--- src/rtl/rr_sel4_pkg.sv ---
// Shared definitions for the rr_sel4 round-robin select generator:
// state encoding, channel count and the one-hot grant decoder.
package rr_sel4_pkg;

    localparam int N_REQ = 4;
    localparam int SEL_W = 2;

    typedef enum logic {
        IDLE  = 1'b0,
        GRANT = 1'b1
    } state_t;

    // Turns a channel index into the matching one-hot acknowledge vector.
    function automatic logic [N_REQ-1:0] onehot_dec(input logic [SEL_W-1:0] idx);
        logic [N_REQ-1:0] v;
        v      = '0;
        v[idx] = 1'b1;
        return v;
    endfunction

endpackage

--- src/rtl/rr_pick4.sv ---
// Rotating-priority picker: returns the first requesting channel found when
// scanning ptr, ptr+1, ptr+2, ptr+3 (mod 4), plus a flag saying any was found.
module rr_pick4
    import rr_sel4_pkg::*;
(
    input  logic [N_REQ-1:0] req,
    input  logic [SEL_W-1:0] ptr,
    output logic [SEL_W-1:0] pick,
    output logic             any
);

    // Walk offsets from farthest to nearest so the nearest hit is written last
    // and therefore wins; the 2-bit add wraps channel 3 back to channel 0.
    always_comb begin
        pick = ptr;
        any  = 1'b0;
        for (int i = N_REQ - 1; i >= 0; i--) begin
            if (req[ptr + SEL_W'(i)]) begin
                pick = ptr + SEL_W'(i);
                any  = 1'b1;
            end
        end
    end

endmodule

--- src/rtl/rr_sel4.sv ---
// Round-robin select generator feeding a 4-input enable/select data mux.
// Grants one requester at a time for up to MAX_BURST accepted beats, then
// moves the priority pointer past it so every channel gets its turn.
// en/sel come straight from registers; gnt is the combinational per-beat
// acknowledge to the current owner.
module rr_sel4
    import rr_sel4_pkg::*;
#(
    parameter int MAX_BURST = 4     // legal range 1..255
) (
    input  logic             clk,
    input  logic             rst,
    input  logic [N_REQ-1:0] req,
    input  logic             dst_ready,
    output logic             en,
    output logic [SEL_W-1:0] sel,
    output logic [N_REQ-1:0] gnt,
    output logic             busy
);

    localparam int               CNT_W     = 8;
    localparam logic [CNT_W-1:0] LAST_BEAT = CNT_W'(MAX_BURST - 1);

    state_t             state_q;
    logic [SEL_W-1:0]   sel_q;
    logic [SEL_W-1:0]   ptr_q;
    logic [SEL_W-1:0]   ptr_d;
    logic [CNT_W-1:0]   cnt_q;
    logic [CNT_W-1:0]   cnt_d;
    logic [SEL_W-1:0]   pick;
    logic               any;
    logic               owner_req;
    logic               xfer;

    rr_pick4 u_pick (
        .req  (req),
        .ptr  (ptr_q),
        .pick (pick),
        .any  (any)
    );

    // A beat moves only when the owner still requests and downstream accepts.
    assign owner_req = req[sel_q];
    assign xfer      = (state_q == GRANT) && dst_ready && owner_req;
    assign ptr_d     = sel_q + SEL_W'(1);
    assign cnt_d     = cnt_q + CNT_W'(1);

    // Arbitration FSM: IDLE picks a winner, GRANT counts beats until the burst
    // limit or a withdrawn request hands priority to the next channel.
    always_ff @(posedge clk) begin
        if (rst) begin
            state_q <= IDLE;
            sel_q   <= '0;
            ptr_q   <= '0;
            cnt_q   <= '0;
        end else begin
            case (state_q)
                IDLE: begin
                    if (any) begin
                        state_q <= GRANT;
                        sel_q   <= pick;
                        cnt_q   <= '0;
                    end
                end
                GRANT: begin
                    // A withdrawn request ends the grant even if downstream
                    // is ready; no beat is acknowledged in that cycle.
                    if (!owner_req) begin
                        state_q <= IDLE;
                        ptr_q   <= ptr_d;
                    end else if (dst_ready) begin
                        if (cnt_q == LAST_BEAT) begin
                            state_q <= IDLE;
                            ptr_q   <= ptr_d;
                        end else begin
                            cnt_q   <= cnt_d;
                        end
                    end
                end
                default: state_q <= IDLE;
            endcase
        end
    end

    // Mux controls are taken directly from the state registers.
    assign en   = (state_q == GRANT);
    assign busy = en;
    assign sel  = sel_q;
    assign gnt  = xfer ? onehot_dec(sel_q) : '0;

endmodule

--- config.mk ---
export PLATFORM = sky130hd
export DESIGN_NAME = rr_sel4
export DESIGN_NICKNAME = d
export VERILOG_FILES = /design/src/rtl/rr_sel4_pkg.sv /design/src/rtl/rr_pick4.sv /design/src/rtl/rr_sel4.sv
export SDC_FILE = /design/constraint.sdc
export NUM_CORES = 1
export LEC_CHECK = 0
export ABC_CLOCK_PERIOD_IN_PS = 1800
export BUFFER_PORTS_ARGS = -buffer_cell sky130_fd_sc_hd__buf_2
export CAP_MARGIN = 10
export CELL_PAD_IN_SITES_DETAIL_PLACEMENT = 0
export CELL_PAD_IN_SITES_GLOBAL_PLACEMENT = 2
export CORE_ASPECT_RATIO = 1.5
export CORE_MARGIN = 1.5
export CORE_UTILIZATION = 29
export CTS_CLUSTER_DIAMETER = 50
export DETAILED_ROUTE_END_ITERATION = 10
export GPL_TIMING_DRIVEN = 0
export PLACE_DENSITY_LB_ADDON = 0.08
export SLEW_MARGIN = 20
export SYNTH_ARGS = -nofsm -noshare
export SYNTH_HDL_FRONTEND = slang
export SYNTH_SLANG_ARGS = --single-unit
--- constraint.sdc ---
create_clock -name clk -period 1.8 [get_ports clk]
set_input_delay 0.36 -clock clk [delete_from_list [all_inputs] [get_ports clk]]
set_output_delay 0.36 -clock clk [all_outputs]
set_load 0.01 [all_outputs]
# Word-level counts from Yosys, hierarchy flattened
# Index checks and enable logic that the tools add are counted.
# word_totals
output_inout_bits	8
word_cells	63
regBits	13
input_bits	7
# op_classes
n_lt_le_gt_ge	6
muxes	34
n_bitwise	1
eq_ne	7
reduce_logical	6
addsub	5
# op_table
operator	count
8-bit two-way mux	4
8-bit one-hot mux with 2 select lines	1
2-bit by 3-bit < comparator with 1-bit output, second input constant	5
1-bit two-way mux	14
2-bit two-way mux	7
1-bit binary-select mux with 2-bit select	5
8-bit by 1-bit adder with 8-bit output, second input constant	1
8-bit by 2-bit == test with 1-bit output, second input constant	1
2-bit != test, second input constant	4
2-bit by 1-bit adder with 2-bit output, second input constant	2
2-bit adder, second input constant	2
4-bit two-way mux	1
2-bit by 1-bit != test with 1-bit output, second input constant	2
4-bit AND reduction	1
1-bit logical AND	3
3-bit AND reduction	1
1-bit demux with 2-bit select	1
2-bit by 1-bit greater-or-equal comparator with 1-bit output, second input constant	1
1-bit one-hot mux with 2 select lines	1
2-bit AND reduction	1
1-bit NOT	1

# Logic depth before layout (Yosys ltp)
# Gate-level depths: netlist of run 1.
# logic_depth
depth_word	9
ltp_mapped	5
mapped_depth_nobuf	5

# By module
# A second synthesis of run 1 with hierarchy kept.
# unflattened
cells_unflattened	103
hier_area_um2	858.3
# modules_own_cells
mod	n_inst	seq_area_each_um2	area_per_inst_um2	cells_per_inst
rr_sel4	1	260.2	758.2	87
rr_pick4	1	0.0	100.1	16

# Least setup slack after synthesis of run 1
# Ideal clock, no wire load.
# synth_timing
path_type	reg2reg
startpoint	register cnt_q[0]
endpoint	register ptr_q[0]
n_path_buf	0
setup_slack_ns	-0.029
setup_ns	0.121
required_ns	1.679
arrival_ns	1.708
path_stages_with_launch	6
synth_period_minus_slack_ns	1.829
path_cell_list	dfxtp_1 > ha_1 > or4b_1 > nor4_2 > a222oi_1 > mux2_2
# synth_between
elab_chain_len	3
# synth_rtl
item	line	source
start: declaration	rr_sel4.sv:28	logic [CNT_W-1:0] cnt_q;
start signal: assignment	rr_sel4.sv:76	cnt_q <= cnt_d;
8-bit by 2-bit == test with 1-bit output	rr_sel4.sv:72	if (cnt_q == LAST_BEAT) begin
2-bit by 1-bit != test with 1-bit output (no source line)	--	
3-bit AND reduction (no source line)	--	
end signal: assignment	rr_sel4.sv:70	ptr_q <= ptr_d;
end signal: assignment	rr_sel4.sv:74	ptr_q <= ptr_d;
end: declaration	rr_sel4.sv:26	logic [SEL_W-1:0] ptr_q;
# No other way between the ends.
# A chain may end at the register's enable or synchronous reset.

# Final worst setup path of run 1
# layout_timing
startpoint	register sel_q[1] (netlist: sel[1])
endpoint	output gnt[2]
# layout_between
elab_chain_len	5
word_cells_on_any_way	9
classes_between	order compare: 2; mux: 5; reduce/logical: 2
# layout_rtl
item	line	source
start: declaration	rr_sel4.sv:25	logic [SEL_W-1:0] sel_q;
start signal: assignment	rr_sel4.sv:61	sel_q <= pick;
2-bit by 3-bit < comparator with 1-bit output (implied by the code) or 2-bit by 1-bit greater-or-equal comparator with 1-bit output (tied branches)	rr_sel4_pkg.sv:17	v[idx] = 1'b1;
1-bit logical AND (implied by the code)	rr_sel4_pkg.sv:17	
1-bit two-way mux (implied by the code)	rr_sel4_pkg.sv:17	
1-bit demux with 2-bit select	rr_sel4_pkg.sv:17	
4-bit two-way mux *	rr_sel4.sv:89	assign gnt = xfer ? onehot_dec(sel_q) : '0;
end: declaration	rr_sel4.sv:17	output logic [N_REQ-1:0] gnt,
# Mark *: on every way between the ends. The rest lies on a longest branch, timed or not. The select of a mux whose other input is x is not followed.

==> results of run 1 <==
-- Yosys cell counts (all sizes together) --
library cell / instances / share of area (%)
nand4: 3 / 2.2
and2: 2 / 1.5
and2b: 1 / 1.0
o221ai: 1 / 1.0
or4: 2 / 2.2
o2111ai: 1 / 1.0
o21ai: 1 / 0.59
o31ai: 1 / 0.89
nor2b: 4 / 3.0
mux4: 1 / 2.7
mux2: 1 / 1.3
or2: 1 / 0.74
nand2: 7 / 3.1
nand3: 2 / 1.2
buf: 1 / 0.89
nor2: 10 / 4.5
dfxtp: 13 / 31
a21o: 1 / 0.89
o211ai: 3 / 2.7
inv: 3 / 1.3
a222oi: 1 / 1.2
and3: 5 / 3.7
nor3b: 3 / 2.7
nor4: 1 / 1.5
nor3: 1 / 0.59
ha: 5 / 7.4
nand2b: 3 / 2.2
xor2: 4 / 4.2
and4: 2 / 2.1
or3: 1 / 0.74
clkbuf: 3 / 1.3
a2111o: 1 / 1.3
or4b: 1 / 1.2
mux2i: 3 / 3.6
a21oi: 4 / 2.4
-- kinds of logic (layout without fill, tap and decap cells) --
logic type                 Yosys count  in the layout
and+or+nand+nor                     49             49
adders and majority gates            5              5
AOI/OAI and AO/OA                   14             14
buffers and inverters                7             33
muxes                                5              5
DFF                                 13             13
xor gates and xnor gates             4              4
-- stage by stage --
stage / std cells / area [µm²] / setup TNS [ps] / power (W) / hold slack (ps)
floorplan: 97 / 849.6 / 0 / 0.0003976 / 460.2
global placement: 148 / 965.9 / -1080 / 0.0004437 / 502.4
detailed placement: 148 / 965.9 / -1028 / 0.0004447 / 495.9
CTS: 158 / 1094 / -224.8 / 0.0007196 / 528.9
global route: 160 / 1125 / -237.7 / 0.0007684 / 529.3
finish: 160 / 1125 / 0 / 0.0007212 / 524.1
-- path summary, 6_finish.rpt --
path,slack (ps),from,depth (start not counted),endpoint
worst max-delay path,2,sel[1],3,gnt[2]
worst min-delay path,520,rst,3,cnt_q[2]
worst max register to register,30,cnt_q[0],5,ptr_q[0]
worst min register to register,540,cnt_q[2],2,cnt_q[2]
-- registers in the layout (all words and copies together), names as in the netlist --
register  count
busy          1
cnt_q         8
ptr_q         2
sel           2
-- metal layers --
metal  GRT usage, %  up-vias  part of all wire [%]
li1               -      404                     -
met1          17.11      387                    39
met2          29.45        7                    58
met3          2.344        2                   1.4
met4          7.292        0                   1.2
met5              0        -                     0
-- timing repair --
action | CTS | global route
endpoints found under the setup margin | 10 | 8
buffers inserted | 6 | 3
endpoints found under the hold margin | 0 | 0
gates cloned | 0 | 0
resized for setup | 13 | 3
pin swaps | 6 | 3
-- where the power goes --
group	switching [W]	internal [W]	total [W]
logic	0.0000791	0.0000722	0.000151
registers	0.0000108	0.000298	0.000309
clock network	0.000105	0.000156	0.000261
-- layout make-up --
class / instances / area [µm²]
Timing Repair Buffer: 22 / 136.4
Multi-Input combinational cell: 77 / 585.6
Buffer: 4 / 30.03
Sequential cell: 13 / 270.3
Inverter: 3 / 11.26
Fill cell: 306 / 1580
Tap cell: 37 / 46.29
Clock buffer: 4 / 45.04
-- tightest hold or removal path, stage by stage --
cell and delay, ps:
buf_2 90, a21o_1 210, a21oi_1 60
==> qor.csv, run 1 <==
stage;metric;value;unit
outcome;status;finished, final reports clean;
clocking;cts-root-buf;clkbuf_8;
grt;grt_max_degree;11;
logic_synthesis;synthMuxAreaShare;7.589;%
die;core_area;0.002705;mm²
grt;grt.total_usage;16.01;%
grt;grt-ovfl-total;0;
routing;wl_per_cell;13.45;µm
sta;max_freq;556.3;MHz
layout;final_cell_mix;buf_2, nor2_1, buf_4, dfxtp_1, nand2_1;
run;maxCapViolations;0;
pwr;p_per_area;641.2;mW/mm²
hold_path;hold_class;primary input to register;
clocking;tritoncts;done;
place;portBuffers;14;
logic_synthesis;synth_compound_area_share;12.05;%
die;dieWidth;46.97;µm
clocking;ctsHoldBuffers;0;
die;die_area;0.003238;mm²
pwr;irDropWorstVdd;0.3544;mV
layout;final_nets;136;
clocking;cts_made_buffers;3;
critical_path;slowest_stage;mux4_2;
critical_path;cp_max_fo;5;
critical_path;cp.arrival;1440;ps
clocking;clk_path_buf_depth;2;
layout;antennaDiodeCount;0;
sta;fin_ws;2.399;ps
layout;final_util;41.58;%
sta;setup-violations-final;0;
critical_path;critPathTopFamily;multiplexers;
critical_path;worstSetupPathType;register to output port;
place;pre_cts_ws;-226.2;ps
clocking;htree_levels;1;
critical_path;cp_slowest_stage_delay;550;ps
die;rows;23;
sta;grt_setup_unrepaired;true;
logic_synthesis;ys_warn_count;0;
routing;viasPerCell;5.000;
sta;max_slew_margin;65.20;%
sta;drv_slew;0;
clocking;clk_latency;240;ps
routing;vias;800;
routing;dr.pass1.iters;4;
critical_path;critPathLaunchType;register;
logic_synthesis;ys_ff_latch;13;
sta;timing.final.crit_share;99.87;%
pwr;p_leak;0.4708;nW
layout;drive_gt1_share;34.15;%
grt;grt_pass1_wl;3.643;mm
layout;areaGrowthSynthToFinish;33.78;%
logic_synthesis;seq_area_frac_synth;30.95;%
logic_synthesis;ys_types;36;
routing;drc;0;
grt;antenna_found_initial;0;
logic_synthesis;synth_nets;109;
sta;clock_skew;4.698;ps
place;dp_hpwl;1.609;mm
logic_synthesis;syn_inst;97;
routing;wirelength;2.152;mm
critical_path;cp.required;1440;ps
critical_path;crit_chain;mux4_2, and3_1, buf_2;
die;start_util;31.08;%
die;pin_count;15;
logic_synthesis;syn_area;840.8;µm²
clocking;path_clk_slew;60;ps
routing;drt_iter0_markers;18;
critical_path;crit_buf_inv;1;
layout;final_common_cell;buf_2;
place;place.gp.congestion;0.7080;
logic_synthesis;synth-simple-area-share;34.23;%
critical_path;cp-end-kind;output port;
sta;hold_violations;0;
sta;tightest_slew;522.0;ps
logic_synthesis;synth_top_family_by_area;simple AND/OR/NAND/NOR gates;
routing;ant_nets;0;
die;die_height;68.95;µm
clocking;clock-sinks;13;
grt;grt_pass1_vias;797;
logic_synthesis;synth-xor-area-share;4.167;%
sta;fin_crit;1798;ps
logic_synthesis;syn_area_per_cell;8.668;µm²
logic_synthesis;synth_adder_area_share;7.440;%
No activity file was read; power rests on OpenSTA's default activity.
==> inputs of run 2 (changes only) <==
--- a/constraint.sdc
+++ b/constraint.sdc
@@ -3,2 +3,2 @@
 set_output_delay 0.36 -clock clk [all_outputs]
-set_load 0.01 [all_outputs]
+set_load 0.005 [all_outputs]
==> run 2 against run 1 <==
- global-route usage stayed put
- die area did not move
- critical path depth stayed put
- sequential cell count is the same
- sequential power is essentially flat
- sequential share of layout area rose by 0.27 points
- clock power is essentially flat
- combinational power decreased by 5%
- clock skew rose by 0.56 ps
- maximum frequency is 0.49% higher
- non-clock buffer count shrank 1
- register-to-register slack about the same
==> qor.csv, run 2 (synthesis gave the netlist of run 1 again) <==
stage;metric;value;unit;change
clocking;cts-root-buf;clkbuf_8;;
die;dieWidth;46.97;µm;unchanged
sta;clock_skew;5.253;ps;+0.5552 ps
pwr;power_frac_comb;20.0;%;-1.0 points
layout;final_nets;135;;-0.74%
critical_path;cp.required;1440;ps;about the same
grt;grt_max_degree;11;;unchanged
critical_path;cp_slowest_stage_delay;550;ps;about the same
sta;fin_crit;1789;ps;-8.790 ps
sta;timing.final.crit_share;99.38;%;-0.49 points
place;pre_cts_ws;-226.2;ps;unchanged
layout;areaGrowthSynthToFinish;32.29;%;
critical_path;worstSetupEndpoint;gnt[0];;
layout;largest_register;cnt_q;;
layout;drive_gt1_share;32.79;%;-1.4 points
clocking;path_clk_slew;60;ps;about the same
routing;dr.pass1.iters;4;;unchanged
sta;tightest_slew;522.5;ps;+0.4337 ps
outcome;status;finished, final reports clean;;
pwr;irDropWorstVdd;0.3548;mV;+0.10%
critical_path;regToRegSetupSlack;30;ps;about the same
place;place.gp.congestion;0.7080;;unchanged
clocking;clock-sinks;13;;unchanged
sta;max_freq;559.0;MHz;+0.49%
sta;whs;524.3;ps;+0.2000 ps
clocking;ctsHoldBuffers;0;;unchanged
sta;setup-violations-final;0;;unchanged
die;rows;23;;unchanged
sta;hold_violations;0;;unchanged
layout;final_util;41.12;%;-0.46 points
critical_path;r2r_end;ptr_q[0];;
critical_path;rr_worst_depth;5;;unchanged
critical_path;crit_chain;mux4_2, and3_4, buf_6;;
run;maxCapViolations;0;;unchanged
hold_path;hold_class;primary input to register;;
routing;drt_iter0_markers;17;;-1
place;portBuffers;14;;unchanged
place;dp_hpwl;1.609;mm;unchanged
routing;ant_nets;0;;unchanged
grt;grt.total_usage;16.01;%;unchanged
pwr;p_seq_share;43.4;%;+0.6 points
routing;drc;0;;unchanged
pwr;p_int;0.0005231;W;-0.66%
sta;fin_ws;11.19;ps;+8.790 ps
die;die_height;68.95;µm;unchanged
grt;grt-ovfl-total;0;;unchanged
critical_path;cp.arrival;1430;ps;about the same
grt;grt_pass1_wl;3.643;mm;unchanged
clocking;tritoncts;done;;
routing;wl_per_cell;13.50;µm;+0.40%
pwr;switching_share;26.52;%;-0.46 points
layout;final_cell_mix;buf_2, nor2_1, dfxtp_1;;
grt;grt_pass1_vias;801;;+0.50%
pwr;p_sw;0.0001888;W;-3.0%
clocking;clk_latency;240;ps;about the same
grt;antenna_found_initial;0;;unchanged
critical_path;rr_startpoint;cnt_q[0];;
critical_path;critPathLaunchType;register;;
clocking;clk_path_buf_depth;2;;unchanged
place;placed_cells;148;;unchanged
routing;viasPerCell;5.025;;+0.50%
critical_path;slowest_stage;mux4_2;;
clocking;cts_made_buffers;3;;unchanged
routing;wirelength;2.147;mm;-0.23%
die;core_area;0.002705;mm²;unchanged
sta;drv_slew;0;;unchanged
sta;grt_setup_unrepaired;true;;
critical_path;cp-end-kind;output port;;
die;die_area;0.003238;mm²;unchanged
critical_path;cp_max_fo;5;;unchanged
critical_path;worstSetupPathType;register to output port;;
layout;antennaDiodeCount;0;;unchanged
clocking;htree_levels;1;;unchanged
routing;vias;799;;-0.13%
sta;max_slew_margin;65.17;%;about the same
layout;fin_cells;159;;-0.63%
layout;final_common_cell;buf_2;;
die;pin_count;15;;unchanged
critical_path;worstSetupStartpoint;sel[1];;
die;start_util;31.08;%;unchanged
layout;largest_reg_flops;8;;unchanged
pwr;clock_power_share;36.6;%;+0.4 points
pwr;p_per_area;640.0;mW/mm²;-0.18%
pwr;p_leak;0.4659;nW;-1.0%
-- run 2: timing repair --
action	in CTS	in global routing
gates resized for setup	15	0
buffers inserted	6	2
endpoints found under the setup margin	10	8
pin swaps	7	2
-- run 2: power groups by stage --
| stage | sequential (W) | clock, W | combinational [W] |
|---|---|---|---|
| 5_1_grt | 0.000311 | 0.000288 | 0.000161 |
| 6_report | 0.000309 | 0.000260 | 0.000143 |
| 2_1_floorplan | 0.000315 | 0 | 0.0000783 |
| 3_5_place_dp | 0.000318 | 0 | 0.000123 |
| 3_3_place_gp | 0.000318 | 0 | 0.000122 |
| 4_1_cts | 0.000309 | 0.000268 | 0.000142 |
-- run 2: layer usage --
metal	up-vias	global-route usage, %	routed length [µm]
met5	-	0	0
met4	0	7.292	25
met3	2	2.344	31
met2	7	29.45	1235
met1	388	17.11	855
li1	402	-	-
-- run 2: metrics by stage --
stage               instance area (µm²)   power, W  setup TNS (ps)
floorplan                         849.6  0.0003937               0
global placement                  965.9  0.0004397           -1029
detailed placement                965.9  0.0004408          -977.4
CTS                                1105  0.0007194          -144.5
global route                       1112  0.0007594          -221.0
finish                             1112  0.0007119               0
-- run 2: how the worst min path moves through the flow --
stage / cells after the start / end / startpoint / slack, ps
CTS: 3 / cnt_q[2] / rst / 530
global placement: 1 / cnt_q[0] / cnt_q[0] / 500
detailed placement: 1 / cnt_q[0] / cnt_q[0] / 500
global route: 3 / cnt_q[2] / rst / 530
floorplan: 1 / cnt_q[0] / cnt_q[0] / 460
finish: 3 / cnt_q[2] / rst / 520
-- run 2: layout make-up --
cell class | instances | area (µm²)
multi-input cells | 77 | 580.6
well taps | 37 | 46.29
inverters | 3 | 11.26
clock buffers | 4 | 45.04
fillers | 307 | 1593
repair buffers | 21 | 128.9
flip-flops and latches | 13 | 270.3
plain buffers | 4 | 30.03
-- run 2: critical path: cells and delay by family (launching register included) --
family / cells / cell delay [ps]
flip-flops: 1 / 350
multiplexers: 1 / 550
AND/OR/NAND/NOR: 1 / 180
buffers and inverters: 1 / 110
